--- config.mk ---
export PLATFORM = sky130hd
export DESIGN_NAME = pipe_hazard_ctrl
export DESIGN_NICKNAME = d
export VERILOG_FILES = /design/src/rtl/pipe_hazard_ctrl_pkg.sv /design/src/rtl/pipe_hazard_ctrl_hazard_detect.sv /design/src/rtl/pipe_hazard_ctrl.sv
export SDC_FILE = /design/constraint.sdc
export NUM_CORES = 1
export LEC_CHECK = 0
export ABC_AREA = 1
export CORE_ASPECT_RATIO = 2
export CORE_MARGIN = 1.5
export CORE_UTILIZATION = 46
export CTS_CLUSTER_SIZE = 8
export DETAILED_ROUTE_END_ITERATION = 12
export PLACE_DENSITY = 0.75
export SYNTH_ARGS = -nofsm -noshare
export SYNTH_HDL_FRONTEND = slang
export SYNTH_HIERARCHICAL = 1
export SYNTH_SLANG_ARGS = --single-unit
--- constraint.sdc ---
create_clock -name clk -period 1.75 [get_ports clk]
set_input_delay 0.175 -clock clk [delete_from_list [all_inputs] [get_ports clk]]
set_output_delay 0.175 -clock clk [all_outputs]
set_load 0.02 [all_outputs]
--- src/rtl/pipe_hazard_ctrl_pkg.sv ---
// Shared types and defaults for the ARM 5-stage pipeline sequencing logic.
// Holds the memory-wait FSM state encoding.
package arm_pipe_pkg;
    localparam int REG_ADDR_W      = 4;
    localparam int MEM_WAIT_CYCLES = 5;
    localparam int WCNT_W          = 8;

    typedef enum logic [1:0] {
        IDLE = 2'd0,
        WAIT = 2'd1,
        DONE = 2'd2
    } mem_state_e;
endpackage

--- src/rtl/pipe_hazard_ctrl_hazard_detect.sv ---
// RAW / load-use hazard detection between the ID operands and the EXE/MEM destinations.
// With forwarding on, only a load sitting in EXE still forces a stall.
module hazard_detect
    import arm_pipe_pkg::*;
#(
    parameter int ADDR_W = arm_pipe_pkg::REG_ADDR_W
) (
    input  logic [ADDR_W-1:0] src1_i,
    input  logic [ADDR_W-1:0] src2_i,
    input  logic              use_src1_i,
    input  logic              use_src2_i,
    input  logic [ADDR_W-1:0] exe_dest_i,
    input  logic              exe_wb_en_i,
    input  logic              exe_mem_read_i,
    input  logic [ADDR_W-1:0] mem_dest_i,
    input  logic              mem_wb_en_i,
    input  logic              fwd_en_i,
    output logic              hazard_o
);
    logic exe_match;
    logic mem_match;

    always_comb begin
        exe_match = exe_wb_en_i && ((use_src1_i && (exe_dest_i == src1_i)) ||
                                    (use_src2_i && (exe_dest_i == src2_i)));
        mem_match = mem_wb_en_i && ((use_src1_i && (mem_dest_i == src1_i)) ||
                                    (use_src2_i && (mem_dest_i == src2_i)));
        hazard_o  = fwd_en_i ? (exe_mem_read_i && exe_match) : (exe_match || mem_match);
    end
endmodule

--- src/rtl/pipe_hazard_ctrl.sv ---
// Pipeline freeze/flush sequencing: SRAM wait FSM, priority mux of freeze/branch/hazard,
// and saturating stall/flush performance counters.
module pipe_hazard_ctrl
    import arm_pipe_pkg::*;
#(
    parameter int MEM_WAIT_CYCLES = arm_pipe_pkg::MEM_WAIT_CYCLES,
    parameter int REG_ADDR_W      = arm_pipe_pkg::REG_ADDR_W,
    parameter int CNT_W           = 16
) (
    input  logic                  clk,
    input  logic                  rst,
    input  logic [REG_ADDR_W-1:0] id_src1,
    input  logic [REG_ADDR_W-1:0] id_src2,
    input  logic                  id_use_src1,
    input  logic                  id_use_src2,
    input  logic [REG_ADDR_W-1:0] exe_dest,
    input  logic                  exe_wb_en,
    input  logic                  exe_mem_read,
    input  logic [REG_ADDR_W-1:0] mem_dest,
    input  logic                  mem_wb_en,
    input  logic                  fwd_en,
    input  logic                  exe_branch,
    input  logic                  mem_req,
    input  logic                  cnt_clr,
    output logic                  pc_freeze,
    output logic                  ifid_freeze,
    output logic                  ifid_flush,
    output logic                  idex_flush,
    output logic                  pipe_freeze,
    output logic                  mem_busy,
    output logic [CNT_W-1:0]      stall_cycles,
    output logic [CNT_W-1:0]      flush_events
);
    localparam logic [WCNT_W-1:0] WCNT_LOAD = WCNT_W'(MEM_WAIT_CYCLES - 2);

    mem_state_e        state_q;
    logic [WCNT_W-1:0] wcnt_q;
    logic [CNT_W-1:0]  stall_q, stall_d;
    logic [CNT_W-1:0]  flush_q, flush_d;
    logic              hazard;
    logic              mem_freeze;

    hazard_detect #(.ADDR_W(REG_ADDR_W)) u_hazard (
        .src1_i         (id_src1),
        .src2_i         (id_src2),
        .use_src1_i     (id_use_src1),
        .use_src2_i     (id_use_src2),
        .exe_dest_i     (exe_dest),
        .exe_wb_en_i    (exe_wb_en),
        .exe_mem_read_i (exe_mem_read),
        .mem_dest_i     (mem_dest),
        .mem_wb_en_i    (mem_wb_en),
        .fwd_en_i       (fwd_en),
        .hazard_o       (hazard)
    );

    // The access is frozen from the request cycle itself; DONE releases it for one cycle.
    assign mem_freeze = ((state_q == IDLE) && mem_req) || (state_q == WAIT);

    always_ff @(posedge clk or posedge rst) begin
        if (rst) begin
            state_q <= IDLE;
            wcnt_q  <= '0;
        end else begin
            case (state_q)
                IDLE: if (mem_req) begin
                    state_q <= WAIT;
                    wcnt_q  <= WCNT_LOAD;
                end
                WAIT: if (wcnt_q == '0) state_q <= DONE;
                      else              wcnt_q  <= wcnt_q - 1'b1;
                DONE:    state_q <= IDLE;
                default: state_q <= IDLE;
            endcase
        end
    end

    always_comb begin
        pc_freeze   = 1'b0;
        ifid_freeze = 1'b0;
        ifid_flush  = 1'b0;
        idex_flush  = 1'b0;
        pipe_freeze = 1'b0;
        mem_busy    = 1'b0;
        if (!rst) begin
            mem_busy = (state_q != IDLE);
            if (mem_freeze) begin
                pc_freeze   = 1'b1;
                ifid_freeze = 1'b1;
                pipe_freeze = 1'b1;
            end else if (exe_branch) begin
                ifid_flush = 1'b1;
                idex_flush = 1'b1;
            end else if (hazard) begin
                pc_freeze   = 1'b1;
                ifid_freeze = 1'b1;
                idex_flush  = 1'b1;
            end
        end
    end

    always_comb begin
        stall_d = stall_q;
        flush_d = flush_q;
        if (cnt_clr) begin
            stall_d = '0;
            flush_d = '0;
        end else begin
            if (pc_freeze && (stall_q != '1)) stall_d = stall_q + 1'b1;
            if (ifid_flush && (flush_q != '1)) flush_d = flush_q + 1'b1;
        end
    end

    always_ff @(posedge clk or posedge rst) begin
        if (rst) begin
            stall_q <= '0;
            flush_q <= '0;
        end else begin
            stall_q <= stall_d;
            flush_q <= flush_d;
        end
    end

    assign stall_cycles = stall_q;
    assign flush_events = flush_q;
endmodule

==> metrics.md <==
| Metric | Value |
|---|---|
| Class of the tightest hold or removal check | `in2async` |
| Diode count | `0` |
| Period utilization | `95.1%` |
| Yosys warning count | `6` |
| Total grt overflow | `0` |
| Max Fclk | `601 MHz` |
| Clock edge transition at the registers on the reported setup and hold paths | `0.06 ns` |
| Maximum number of pins on one net before global-route repair | `43` |
| Number of unique standard cell types used by synthesis | `26` |
| Latest clock arrival within the worst-skew pair | `0.29 ns` |
| H-tree depth | `2` |
| Maximum fanout along the worst path | `5` |
| Count of pins on the block boundary | `65` |
| Initial Util | `47.6%` |
| Number of max-cap violations | `0` |
| Number of remaining DRC errors | `0` |
| RR Endpoint | `stall_cycles[1]$_DFFE_PP0P_` |
| Worst reg-to-reg setup slack | `0.09 ns` |
| Worst Path Arrival | `1.49 ns` |
| Initial antenna violation count | `0` |
| First-pass GRT wire length | `14,400 µm` |
| Simple-gate share of the synthesized area | `45.7%` |
| Sequential-to-total area share from yosys stat | `35.0%` |
| CP max stage delay | `0.61 ns` |
| Share of total power consumed by net switching | `23.9%` |
| Post-synthesis cell count | `449` |
| Kind of cell with the highest combined delay on the critical path | `buffers and inverters` |
| Standard cell core area | `6310 µm²` |
| Min cycle time layout | `1.66 ns` |
| Final Skew | `0.00318 ns` |
| Int Pwr | `0.00174 W` |
| Die area | `7050 µm²` |
| Minimum setup slack after placement | `-0.548 ns` |
| Worst r2r src | `stall_cycles[0]$_DFFE_PP0P_` |
| Part of the power in registers | `42.7%` |
| Cts-stage hold buffer count | `0` |
| Count of port buffers added during placement | `64` |
| Average cell area after synthesis | `6.69 µm²` |
| Post-route worst setup slack | `0.0861 ns` |
| Share of total power in combinational logic | `11.8%` |
| Cell type with the largest total area after synthesis | `dfrtp_1` |
| Worst-margin pin slew | `0.562 ns` |
| Vias per cell | `5.27` |
| Number of cell instances on the worst register-to-register path | `10` |
| Crit path cell chain | `buf_4 -> clkdlybuf4s50_1` |
| Buffers plus inverters on the worst setup path | `2` |
| Die boundary height | `117 µm` |
| Total power of the final layout | `0.00229 W` |
| Number of design-rule violations left by the first detailed-router iteration | `221` |
| Final estimated routing congestion in global placement | `0.946` |
| Number of flip-flops and latches in the synthesized netlist | `42` |
| Row count | `41` |
| Final-report max-slew violation count | `0` |
| Floorplan die width | `60.1 µm` |
| Count of fill cells added during filler insertion | `561` |
| Power density over the cells | `549 nW/µm²` |
| CTS tree | `done` |
| Post-Syn Nets | `480` |
| Via count | `3,331` |
| Worst-path cell with the longest stage delay | `clkdlybuf4s50_1` |
| Final number of setup-violating endpoints | `0` |
| Number of iterations in the first detailed-routing pass | `4` |
| Critical path endpoint category | `output port` |
| Outcome | `finished clean` |
| Longest Clk Path Bufs | `2` |
| Multi-input logic area | `1740 µm²` |
| Post-synth top area share | `35.0%` |
| Required time at the worst-slack endpoint | `1.57 ns` |
| Cell area after technology mapping | `3000 µm²` |
| Worst max-slew margin expressed relative to the limit | `62.5%` |
| Setup repair after global routing missed its margin | `true` |
| LEAKAGE | `2.10 nW` |
| Peak supply drop | `620 µV` |
| WL final | `8690 µm` |
| CTS Root Cell | `clkbuf_16` |
| Detail Route Antenna Nets | `0` |
| Psw | `0.000548 W` |
| Num Clock Sinks | `42` |
| Area share of fa/ha/maj cells after synthesis | `1.67%` |
| CTS buffer count | `5` |
| Layout cells sized above 1 | `15.4%` |
| Synth top area cells | `dfrtp_1, nand2_1, nor2_1, nand3_1, inv_1` |
| Global-route total usage across every layer | `27.0%` |
| Nets | `576` |
| Vias in the first global route | `3,269` |
| Area growth from synthesis to final layout | `38.9%` |
| Sort of element at the start of the critical path | `flop` |
| Clk network pwr share | `45.6%` |
| Half-perimeter wire length after placement | `6410 µm` |
| Xor/xnor cell area share of the yosys netlist | `4.96%` |
| Worst setup path category | `reg2out` |
| Average routed wire per standard cell | `13.8 µm` |
| Final Hold Fails | `0` |
| Main combinational cell family by area after synthesis | `simple AND/OR/NAND/NOR gates` |
| Sequential cell area | `1050 µm²` |
| Mux contribution to synthesized area | `0%` |
| Synth Area in Compound Gates | `4.63%` |
==> through the flow <==
stage | util [%] | hold slack [ns] | TNS, ns | instances | area (µm²)
after detailed placement | 62.4 | 0.520 | -8.43 | 620 | 3940
final | 66.1 | 0.514 | 0 | 632 | 4170
after global routing | 66.1 | 0.568 | -0.0669 | 632 | 4170
after global placement | 62.4 | 0.501 | -6.54 | 620 | 3940
after CTS | 65.6 | 0.533 | 0 | 631 | 4140
after floorplan | - | 0.183 | 0 | 449 | 3010
==> routing by layer <==
metal  vias up  global-route usage, %  routed length [µm]
li1       1618                      -                   -
met1      1580                   25.9                3050
met2       103                   50.6                4970
met3        30                   4.29                 235
met4         0                   17.0                 436
met5         -                      0                   0
==> tightest hold or removal path, cell delays in order <==
cell and delay (ns):
clkdlybuf4s50_1 0.48, clkinvlp_4 0.14, buf_4 0.47
==> sequential cells by signal, summed over array words and instances (netlist names) <==
signal        flops
flush_events     16
stall_cycles     16
wcnt_q            8
state_q           2
==> power groups by stage <==
| stage | combinational (W) | sequential [W] | clock, W |
|---|---|---|---|
| 6_report | 0.000269 | 0.000977 | 0.00104 |
| 5_1_grt | 0.000296 | 0.000977 | 0.00111 |
| 4_1_cts | 0.000266 | 0.000977 | 0.00106 |
| 3_5_place_dp | 0.000260 | 0.000995 | 0 |
| 3_3_place_gp | 0.000256 | 0.000995 | 0 |
| 2_1_floorplan | 0.000119 | 0.00100 | 0 |
==> final cells by class <==
type	count	share of cell area [%]
Multi-Input combinational cell	352	41.8
Sequential cell	42	25.2
Timing Repair Buffer	97	22.1
Inverter	47	4.32
Clock buffer	8	3.99
Tap cell	86	2.58
==> how the worst max path moves through the flow <==
stage	startpoint	endpoint	slack [ns]	cells after the start
after floorplan	rst	pc_freeze	0.07	4
after global placement	exe_dest[0]	ifid_freeze	-0.46	14
after detailed placement	id_src1[1]	pc_freeze	-0.55	14
after CTS	id_use_src2	stall_cycles[2]$_DFFE_PP0P_	0.01	16
after global routing	id_src2[0]	stall_cycles[3]$_DFFE_PP0P_	-0.03	18
final	stall_cycles[11]$_DFFE_PP0P_	stall_cycles[11]	0.09	2
==> cell usage in the layout (no fill, tap or decap), types with 2 or more instances in the layout <==
master / n
clkbuf_16: 5
dlymetal6s2s_1: 3
o21bai_1: 7
nor2_2: 5
nand3_1: 33
o21ai_0: 8
nand2_1: 165
clkbuf_2: 3
inv_1: 41
o21ai_1: 6
nand4_1: 26
nor2_1: 53
inv_2: 5
clkbuf_8: 3
nor2_8: 2
nor2_4: 5
xnor2_1: 4
dfrtp_1: 42
buf_4: 29
nand2_2: 11
buf_2: 2
clkdlybuf4s50_1: 41
ha_1: 4
buf_12: 3
dlygate4sd2_1: 6
xor2_1: 13
clkdlybuf4s15_1: 8
nand3_2: 3
or2_2: 4
==> cells in the mapped netlist <==
library cell,number
o21ai_0,8
buf_4,2
nand3b_1,1
nand2_1,168
dfrtp_1,42
nor2_8,2
nand3_2,1
nand3_1,35
buf_2,5
or2_2,4
nand4_1,26
buf_6,1
o21bai_1,7
buf_8,1
xnor2_1,4
nor2_2,3
o21ai_1,6
nor2_4,4
xor2_1,13
inv_1,45
nor2_1,55
inv_2,2
ha_1,4
o21ai_2,1
nand2_2,8
a21boi_0,1
==> what timing repair did <==
action	in CTS	in global routing
setup buffers	1	1
gates resized for setup	34	26
pin swaps	5	9
cloned	2	0
endpoints found under the setup margin	20	27
hold endpoints to repair	0	0
==> kinds of logic (layout without fill, tap and decap cells) <==
family                     after synthesis  in the layout
and+or+nand+nor                        307            308
adders and majority gates                4              4
AOI/OAI and AO/OA                       23             23
buffers and inverters                   56            152
xor gates and xnor gates                17             17
DFF                                     42             42
No activity file was read; power rests on OpenSTA's default activity.
